--- src/rtl/vec_writeback.sv ---
// Vector result writeback: snapshots a packed result buffer on a flag rising edge
// and writes it word-by-word into a 32-word scratch memory with a host preload port.

module vec_wb_word #(
    parameter int W = 16
) (
    input  logic         clk,
    input  logic         rst,
    input  logic         i_we,
    input  logic [W-1:0] i_wdata,
    output logic [W-1:0] o_q
);
    logic [W-1:0] r_q;

    always_ff @(posedge clk) begin
        if (rst)       r_q <= '0;
        else if (i_we) r_q <= i_wdata;
    end

    assign o_q = r_q;
endmodule

module vec_writeback #(
    parameter int NUM_SIZE        = 16,
    parameter int VEC_BUFFER_LEN  = 8,
    parameter int WORDS_IN_MEMORY = 32,
    localparam int AW = $clog2(WORDS_IN_MEMORY),
    localparam int LW = $clog2(VEC_BUFFER_LEN)
) (
    input  logic                                clk,
    input  logic                                rst,
    input  logic [NUM_SIZE*VEC_BUFFER_LEN-1:0]  flat_vec_buffer,
    input  logic                                copy_vec_buffer_flag,
    input  logic [AW-1:0]                       dest_buffer,
    input  logic [LW-1:0]                       length_buffer,
    input  logic                                host_we,
    input  logic [AW-1:0]                       host_addr,
    input  logic [NUM_SIZE-1:0]                 host_wdata,
    output logic [NUM_SIZE*WORDS_IN_MEMORY-1:0] flat_memory,
    output logic                                busy,
    output logic                                done,
    output logic                                err
);
    typedef enum logic {S_IDLE, S_WRITE} state_t;

    state_t                                    r_state;
    logic                                      r_flag_q;
    logic [LW-1:0]                             r_cnt;
    logic [LW-1:0]                             r_len_snap;
    logic [AW-1:0]                             r_dest_snap;
    logic [VEC_BUFFER_LEN-1:0][NUM_SIZE-1:0]   r_vec_snap;
    logic                                      r_busy;
    logic                                      r_done;
    logic                                      r_err;

    logic                                      w_start;
    logic [AW-1:0]                             w_wr_addr;
    logic [NUM_SIZE-1:0]                       w_wr_data;
    logic [WORDS_IN_MEMORY-1:0][NUM_SIZE-1:0]  w_mem;

    assign w_start   = copy_vec_buffer_flag & ~r_flag_q;
    // Address arithmetic is AW bits wide so the destination wraps around memory.
    assign w_wr_addr = r_dest_snap + AW'(r_cnt);
    assign w_wr_data = r_vec_snap[r_cnt];

    always_ff @(posedge clk) begin
        if (rst) begin
            r_state     <= S_IDLE;
            r_flag_q    <= 1'b0;
            r_cnt       <= '0;
            r_len_snap  <= '0;
            r_dest_snap <= '0;
            r_vec_snap  <= '0;
            r_busy      <= 1'b0;
            r_done      <= 1'b0;
            r_err       <= 1'b0;
        end else begin
            r_flag_q <= copy_vec_buffer_flag;
            r_done   <= 1'b0;
            case (r_state)
                S_IDLE: begin
                    if (w_start) begin
                        r_vec_snap  <= flat_vec_buffer;
                        r_dest_snap <= dest_buffer;
                        r_len_snap  <= length_buffer;
                        r_cnt       <= '0;
                        r_busy      <= 1'b1;
                        r_state     <= S_WRITE;
                    end
                end
                S_WRITE: begin
                    // Host writes and new requests collide with the transfer: drop them and flag.
                    if (host_we || w_start) r_err <= 1'b1;
                    if (r_cnt == r_len_snap) begin
                        r_busy  <= 1'b0;
                        r_done  <= 1'b1;
                        r_state <= S_IDLE;
                    end else begin
                        r_cnt <= r_cnt + 1'b1;
                    end
                end
                default: r_state <= S_IDLE;
            endcase
        end
    end

    for (genvar i = 0; i < WORDS_IN_MEMORY; i++) begin : g_word
        logic w_wb_we;
        logic w_host_we;

        assign w_wb_we   = (r_state == S_WRITE) && (w_wr_addr == AW'(i));
        assign w_host_we = (r_state == S_IDLE) && host_we && (host_addr == AW'(i));

        vec_wb_word #(.W(NUM_SIZE)) u_word (
            .clk     (clk),
            .rst     (rst),
            .i_we    (w_wb_we | w_host_we),
            .i_wdata (w_wb_we ? w_wr_data : host_wdata),
            .o_q     (w_mem[i])
        );
    end

    assign flat_memory = w_mem;
    assign busy        = r_busy;
    assign done        = r_done;
    assign err         = r_err;
endmodule
--- config.mk ---
export PLATFORM = sky130hd
export DESIGN_NAME = vec_writeback
export DESIGN_NICKNAME = d
export VERILOG_FILES = /design/src/rtl/vec_writeback.sv
export SDC_FILE = /design/constraint.sdc
export NUM_CORES = 2
export LEC_CHECK = 0
export ABC_AREA = 1
export CAP_MARGIN = 20
export CORE_AREA = 2 2 265 267
export CTS_CLUSTER_DIAMETER = 200
export DETAILED_ROUTE_END_ITERATION = 7
export DIE_AREA = 0 0 267 269
export PLACE_DENSITY_LB_ADDON = 0.2
export SYNTH_ARGS = -nofsm -noshare
export SYNTH_HDL_FRONTEND = slang
export SYNTH_SLANG_ARGS = --single-unit
--- constraint.sdc ---
create_clock -name clk -period 6.91 [get_ports clk]
set_input_delay 1.0365 -clock clk [delete_from_list [all_inputs] [get_ports clk]]
set_output_delay 1.0365 -clock clk [all_outputs]
set_load 0.02 [all_outputs]
; Word level (Yosys, flattened, before mapping)
; Index checks and enable logic that the tools add are counted.
[word_totals]
reg_bits = 656
inputBits = 161
out_inout_bits = 515
elab_cells = 269
[classes]
add_sub_neg = 2
n_lt_le_gt_ge = 1
eq_ne = 66
muxes = 44
bitwise = 35
reduce_logical = 73
[op_table]
columns = operator, count
row1 = 16-bit 2-to-1 mux, 33
row2 = 5-bit equality test (second input constant), 32
row3 = 5-bit by 4-bit equality test with 1-bit output (second input constant), 16
row4 = 1-bit logical AND, 65
row5 = 16-bit binary-select mux with 3-bit select, 1
row6 = 5-bit by 3-bit equality test with 1-bit output (second input constant), 8
row7 = 1-bit bitwise OR, 32
row8 = 5-bit by 2-bit equality test with 1-bit output (second input constant), 4
row9 = 5-bit by 1-bit equality test with 1-bit output (second input constant), 2
row10 = 5-bit logical NOT, 2
row11 = 2-bit AND reduction, 4
row12 = 3-bit 2-to-1 mux, 2
row13 = 3-bit one-hot mux with 2 select lines, 1
row14 = 5-bit by 3-bit adder with 5-bit output, 1
row15 = 1-bit 2-to-1 mux, 5
row16 = 3-bit by 4-bit less-than comparator with 1-bit output (second input constant), 1
row17 = 2-bit inequality test (second input constant), 2
row18 = 1-bit one-hot mux with 2 select lines, 2
row19 = 3-bit by 1-bit adder with 3-bit output (second input constant), 1
row20 = 3-bit equality test, 1
row21 = 2-bit by 1-bit inequality test with 1-bit output (second input constant), 1
row22 = 1-bit inverter, 2
row23 = 2-bit OR reduction, 1
row24 = 1-bit AND, 1
row25 = 1-bit logical OR, 1

; Logic depth before layout (Yosys ltp)
[depth]
ltp_word = 4
ltp_mapped = 13
mapped_depth_nobuf = 11

; Hierarchy
; A second synthesis with hierarchy kept.
[hier_totals]
hier_cells = 6104
area_unflattened_um2 = 36313.6
[by_module_without_submodules]
columns = mod, n_inst, cells_each, area_per_inst_um2, seq_area_each_um2
row1 = vec_wb_word, 32, 101, 670.6, 320.3
row2 = vec_writeback, 1, 2872, 14853.0, 2882.8

; Worst setup path before layout
; Ideal clock, no wire load.
[synth_path]
kind = reg-to-reg
from = register r_cnt[0]
to = register g_word[12].u_word.r_q[0]
setup_time_ps = 132
t_arrival_ps = 2277
required_time_ps = 6778
path_slack_ps = 4501
path_stages_with_launch = 14
n_path_buf = 3
period_less_slack_ps = 2409
path_cell_list = dfxtp_1 > ha_1 > fa_1 > nand2_1 > nand2_1 > nand3_1 > nand2_1 > nor2_1 > buf_2 > clkbuf_1 > clkbuf_1 > nand3_1 > nand2_1 > a21oi_1
[synth_via]
elab_chain_cells = 4
word_cells_on_any_way = 7
classes_between = add/sub (1) / eq/ne (1) / mux (3) / bitwise (1) / reduce/logical (1)
[synth_lines]
columns = element, line_no
row1 = start: declaration, 48  ; logic [LW-1:0] r_cnt;
row2 = start signal: assignment, 99  ; r_cnt <= r_cnt + 1'b1;
row3 = 5-bit by 3-bit adder with 5-bit output, 63  ; assign w_wr_addr = r_dest_snap + AW'(r_cnt);
row4 = 5-bit by 4-bit equality test with 1-bit output, 111  ; assign w_wb_we = (r_state == S_WRITE) && (w_wr_addr == AW'(i));
row5 = 1-bit logical AND, 111
row6 = 16-bit 2-to-1 mux / 1-bit bitwise OR (equally long branches), "118, 117"
row7 = end signal: assignment, 17  ; else if (i_we) r_q <= i_wdata;
row8 = end: declaration, 13  ; logic [W-1:0] r_q;
; Several ways; a longest one is shown, not always the timed one. The select of a mux whose other input is x is not followed.
; A chain may end at the register's enable or synchronous reset.

; Final worst setup path
[layout_path]
from = register r_cnt[0]
to = register g_word[17].u_word.r_q[7]
[layout_via]
elab_chain_cells = 4
word_cells_on_any_way = 7
classes_between = add/sub (1) / eq/ne (1) / mux (3) / bitwise (1) / reduce/logical (1)
[layout_lines]
columns = element, line_no
row1 = 5-bit by 3-bit adder with 5-bit output, 63
row2 = 5-bit equality test, 111
row3 = 1-bit logical AND, 111
row4 = 16-bit 2-to-1 mux / 1-bit bitwise OR (equally long branches), "118, 117"
row5 = end signal: assignment, 17
row6 = end: declaration, 13
; Several ways; a longest one is shown, not always the timed one. The select of a mux whose other input is x is not followed.

==> impl_metrics.env <==
export IMPL_outcome="complete, no violations"
export IMPL_fin_setup_tns_ps=0
export IMPL_place_port_buffers=675
export IMPL_min_period_over_period_pct=57.9
export IMPL_cts_resized=0
export IMPL_setup_violations_final=0
export IMPL_synth_compound_area_share_pct=12.9
export IMPL_dpl_cell_area_um2=39300
export IMPL_cts_clk_slew_worst_paths_ps=60
export IMPL_routed_wl_mm=147
export IMPL_clkLatencyLatePin_ps=620
export IMPL_gp_congestion=0.870
export IMPL_drtPass1Iterations=6
export IMPL_grt_pass1_wl_mm=211
export IMPL_grt_start_max_net_pins=221
export IMPL_hpwl_mm=86.3
export IMPL_postCtsHoldBufs=0
export IMPL_die_area_um2=71800
export IMPL_ys_seq_area_share_pct=40.7
export IMPL_synth_area_leaders="dfxtp_1 41%, nand2_1 20%, nand3_1 17%"
export IMPL_clkSinkCount=656
export IMPL_powerDensity_nw_per_um2=218
export IMPL_postCtsSetupRepairBufs=0
export IMPL_syn_nets=5202
export IMPL_timing_worst_setup_path_type="flop to flop"
export IMPL_crit_path_top_delay_cell="nor2_4"
export IMPL_syn_cell_area_um2=32300
export IMPL_worst_path_max_fanout=72
export IMPL_synthDistinctLibCells=22
export IMPL_end_kind="flop"
export IMPL_hold_depth=2
export IMPL_grt_pass1_vias=33237
export IMPL_yosysTopAreaCell="dfxtp_1"
export IMPL_synth_avg_cell_area_um2=6.41
export IMPL_cp_required_ps=7440
export IMPL_syn_to_final_growth_pct=29.5
export IMPL_die_x_um=267
export IMPL_root_buffer="clkbuf_16"
export IMPL_synthFlopType="dfxtp_1"
export IMPL_leakagePower_nw=16.0
export IMPL_cp_cell_sequence="ha_1 > fa_1 > nand2_1 > nand2_1 > nand3_1 > nand2_1 > nor2_4 > buf_4 > nand4_1 > buf_4 > nand2_1 > nand2_1 > a21oi_1"
export IMPL_synth_xor_area_share_pct=0.132
export IMPL_yosys_register_bits=656
export IMPL_netlist_instances=5036
export IMPL_worstMarginPinSlew_ps=1150
export IMPL_synthMuxAreaShare_pct=0
export IMPL_htree_levels=3
export IMPL_clk_path_buf_depth=3
export IMPL_post_route_min_period_ps=4000
export IMPL_r2r_start="r_cnt[0]"
export IMPL_gr_total_overflow=0
export IMPL_core_um2=69300
export IMPL_drc=0
export IMPL_drive_gt1_share_pct=5.61
export IMPL_start_util_pct=46.6
export IMPL_die_h_um=269
export IMPL_synth_simple_gate_area_share_pct=38.5
export IMPL_hold_start="r_vec_snap[112]"
export IMPL_track_usage_pct=38.9
export IMPL_wl_per_cell_um=22.9
export IMPL_ant_nets=0
export IMPL_drt_iter0_drc=5671
export IMPL_reg2reg_depth=13
export IMPL_cts_buffers=72
export IMPL_clock_fmax_mhz=250
export IMPL_drv_slew=0
export IMPL_synth_top_family_by_area="simple AND/OR/NAND/NOR gates"
export IMPL_cp_common_cell="nand2_1"
export IMPL_worst_setup_path_start_kind="flop"
export IMPL_vdd_drop_max_mv=0.155
export IMPL_clock_skew_ps=23.8
export IMPL_vias_per_cell=5.87
export IMPL_cp_arrival_ps=4520
export IMPL_vias=37679
export IMPL_reg2reg_to="g_word[17].u_word.o_q[7]"
export IMPL_synthAdderAreaFrac_pct=0.217
export IMPL_hold_viol_final=0
export IMPL_rows=97
export IMPL_power_mw=9.10
export IMPL_slowest_delay_ps=840
export IMPL_synthArstFlopShare_pct=0
export IMPL_final_area_um2=41800
export IMPL_cts_tree="done"
export IMPL_layout_nets=5587
export IMPL_rsz0062_at_grt="no"
export IMPL_hold_end="r_vec_snap[112]"
export IMPL_r2r_setup_slack_ps=2910
export IMPL_drv_cap=0
export IMPL_grt_antenna_before_repair=8
export IMPL_synth_enable_flop_cells=0
export IMPL_synth_top_area_share_pct=40.7
export IMPL_ys_warn_count=0
export IMPL_slew_headroom_pct=23.5
export IMPL_hold_class="flop to flop"
export IMPL_io_pins=676
## power breakdown
part           total, mW  leakage, nW  internal (mW)  switching [mW]
clock network       3.95         1.19           2.30            1.65
registers           3.95         5.32           3.89          0.0646
logic               1.20         9.53          0.307           0.892
## layout make-up
class                      instances  area [um^2]
timing repair buffer             806         7790
tap                              940         1180
antenna                            5         12.5
clock buffer                     109         2190
multi-input combinational       3758        16900
inverter                         127          477
fill                            6504        27500
sequential                       656        13100
clock inverter                    19          195
## logic make-up (layout without fill, tap and decap cells)
logic type,Yosys count,after routing
xor gates and xnor gates,4,4
other,0,5
AOI/OAI and AO/OA,818,818
and+or+nand+nor,2931,2931
buffers and inverters,622,1061
adders and majority gates,5,5
DFF,656,656
## placed cells by master, fill, tap and decap left out, drive strengths merged, types with 3 or more instances in the layout
cell              n
nand3          1072
bufinv            3
clkbuf          111
diode             5
clkinv           16
inv             126
ha                4
nand4            33
xnor2             3
buf             146
o21ai           100
nand2          1754
o211ai           33
dfxtp           656
clkdlybuf4s50   658
nor2             71
a21oi           684
## worst max-delay path by stage
stage          cells past startpoint         start                        end  slack [ps]
6_report                          13      r_cnt[0]   g_word[17].u_word.o_q[7]        2910
3_5_place_dp                       8  host_addr[3]    g_word[9].u_word.o_q[6]        2960
4_1_cts                           12      r_cnt[0]   g_word[17].u_word.o_q[7]        2970
3_3_place_gp                       7       host_we   g_word[24].u_word.o_q[9]        2830
2_1_floorplan                     13      r_cnt[0]   g_word[12].u_word.o_q[0]        4500
5_1_grt                           13      r_cnt[0]  g_word[17].u_word.o_q[11]        2720
## stage by stage
stage / std cells / setup slack (ps) / hold WS, ps / util, %
after floorplan: 5036 / 4500 / 429 / -
after global placement: 6270 / 2830 / 439 / 56.6
after detailed placement: 6274 / 2960 / 444 / 56.7
after CTS: 6402 / 2970 / 453 / 60.1
after global routing: 6419 / 2720 / 463 / 60.4
final: 6420 / 2910 / 453 / 60.4
## synthesized netlist by cell type, types with 2 or more instances
| master | instances |
|---|---|
| nand4_1 | 33 |
| nand3_1 | 1072 |
| dfxtp_1 | 656 |
| inv_2 | 4 |
| o21ai_0 | 100 |
| nor2_1 | 70 |
| nand2_1 | 1753 |
| ha_1 | 4 |
| a21oi_1 | 684 |
| clkbuf_1 | 400 |
| buf_1 | 14 |
| buf_4 | 2 |
| buf_2 | 79 |
| o211ai_1 | 33 |
| inv_1 | 123 |
| xnor2_1 | 3 |
## worst max-delay path: cells and delay by family, from the launching register on
kind | cells | cell delay, ps
fa+ha+maj | 2 | 740
simple gates | 8 | 1470
compound gates | 1 | 130
flops | 1 | 440
buf+inv | 2 | 1070
## flip-flops by register name, indices dropped and copies added, names as in the netlist
register and flops:
g_word.u_word.o_q 512, r_vec_snap 128, r_dest_snap 5, r_cnt 3
r_len_snap 3, busy 1, done 1, err 1
r_flag_q 1, r_state 1
## metal layers
| metal | vias up | global-route usage, % | share of wire (%) |
|---|---|---|---|
| met2 | 2535 | 60.2 | 45 |
| met1 | 17254 | 50.2 | 38 |
| met5 | - | 0 | 0.018 |
| met3 | 484 | 9.34 | 12 |
| li1 | 17402 | - | - |
| met4 | 4 | 20.5 | 5.5 |
Power figures use the tool's default switching activity.
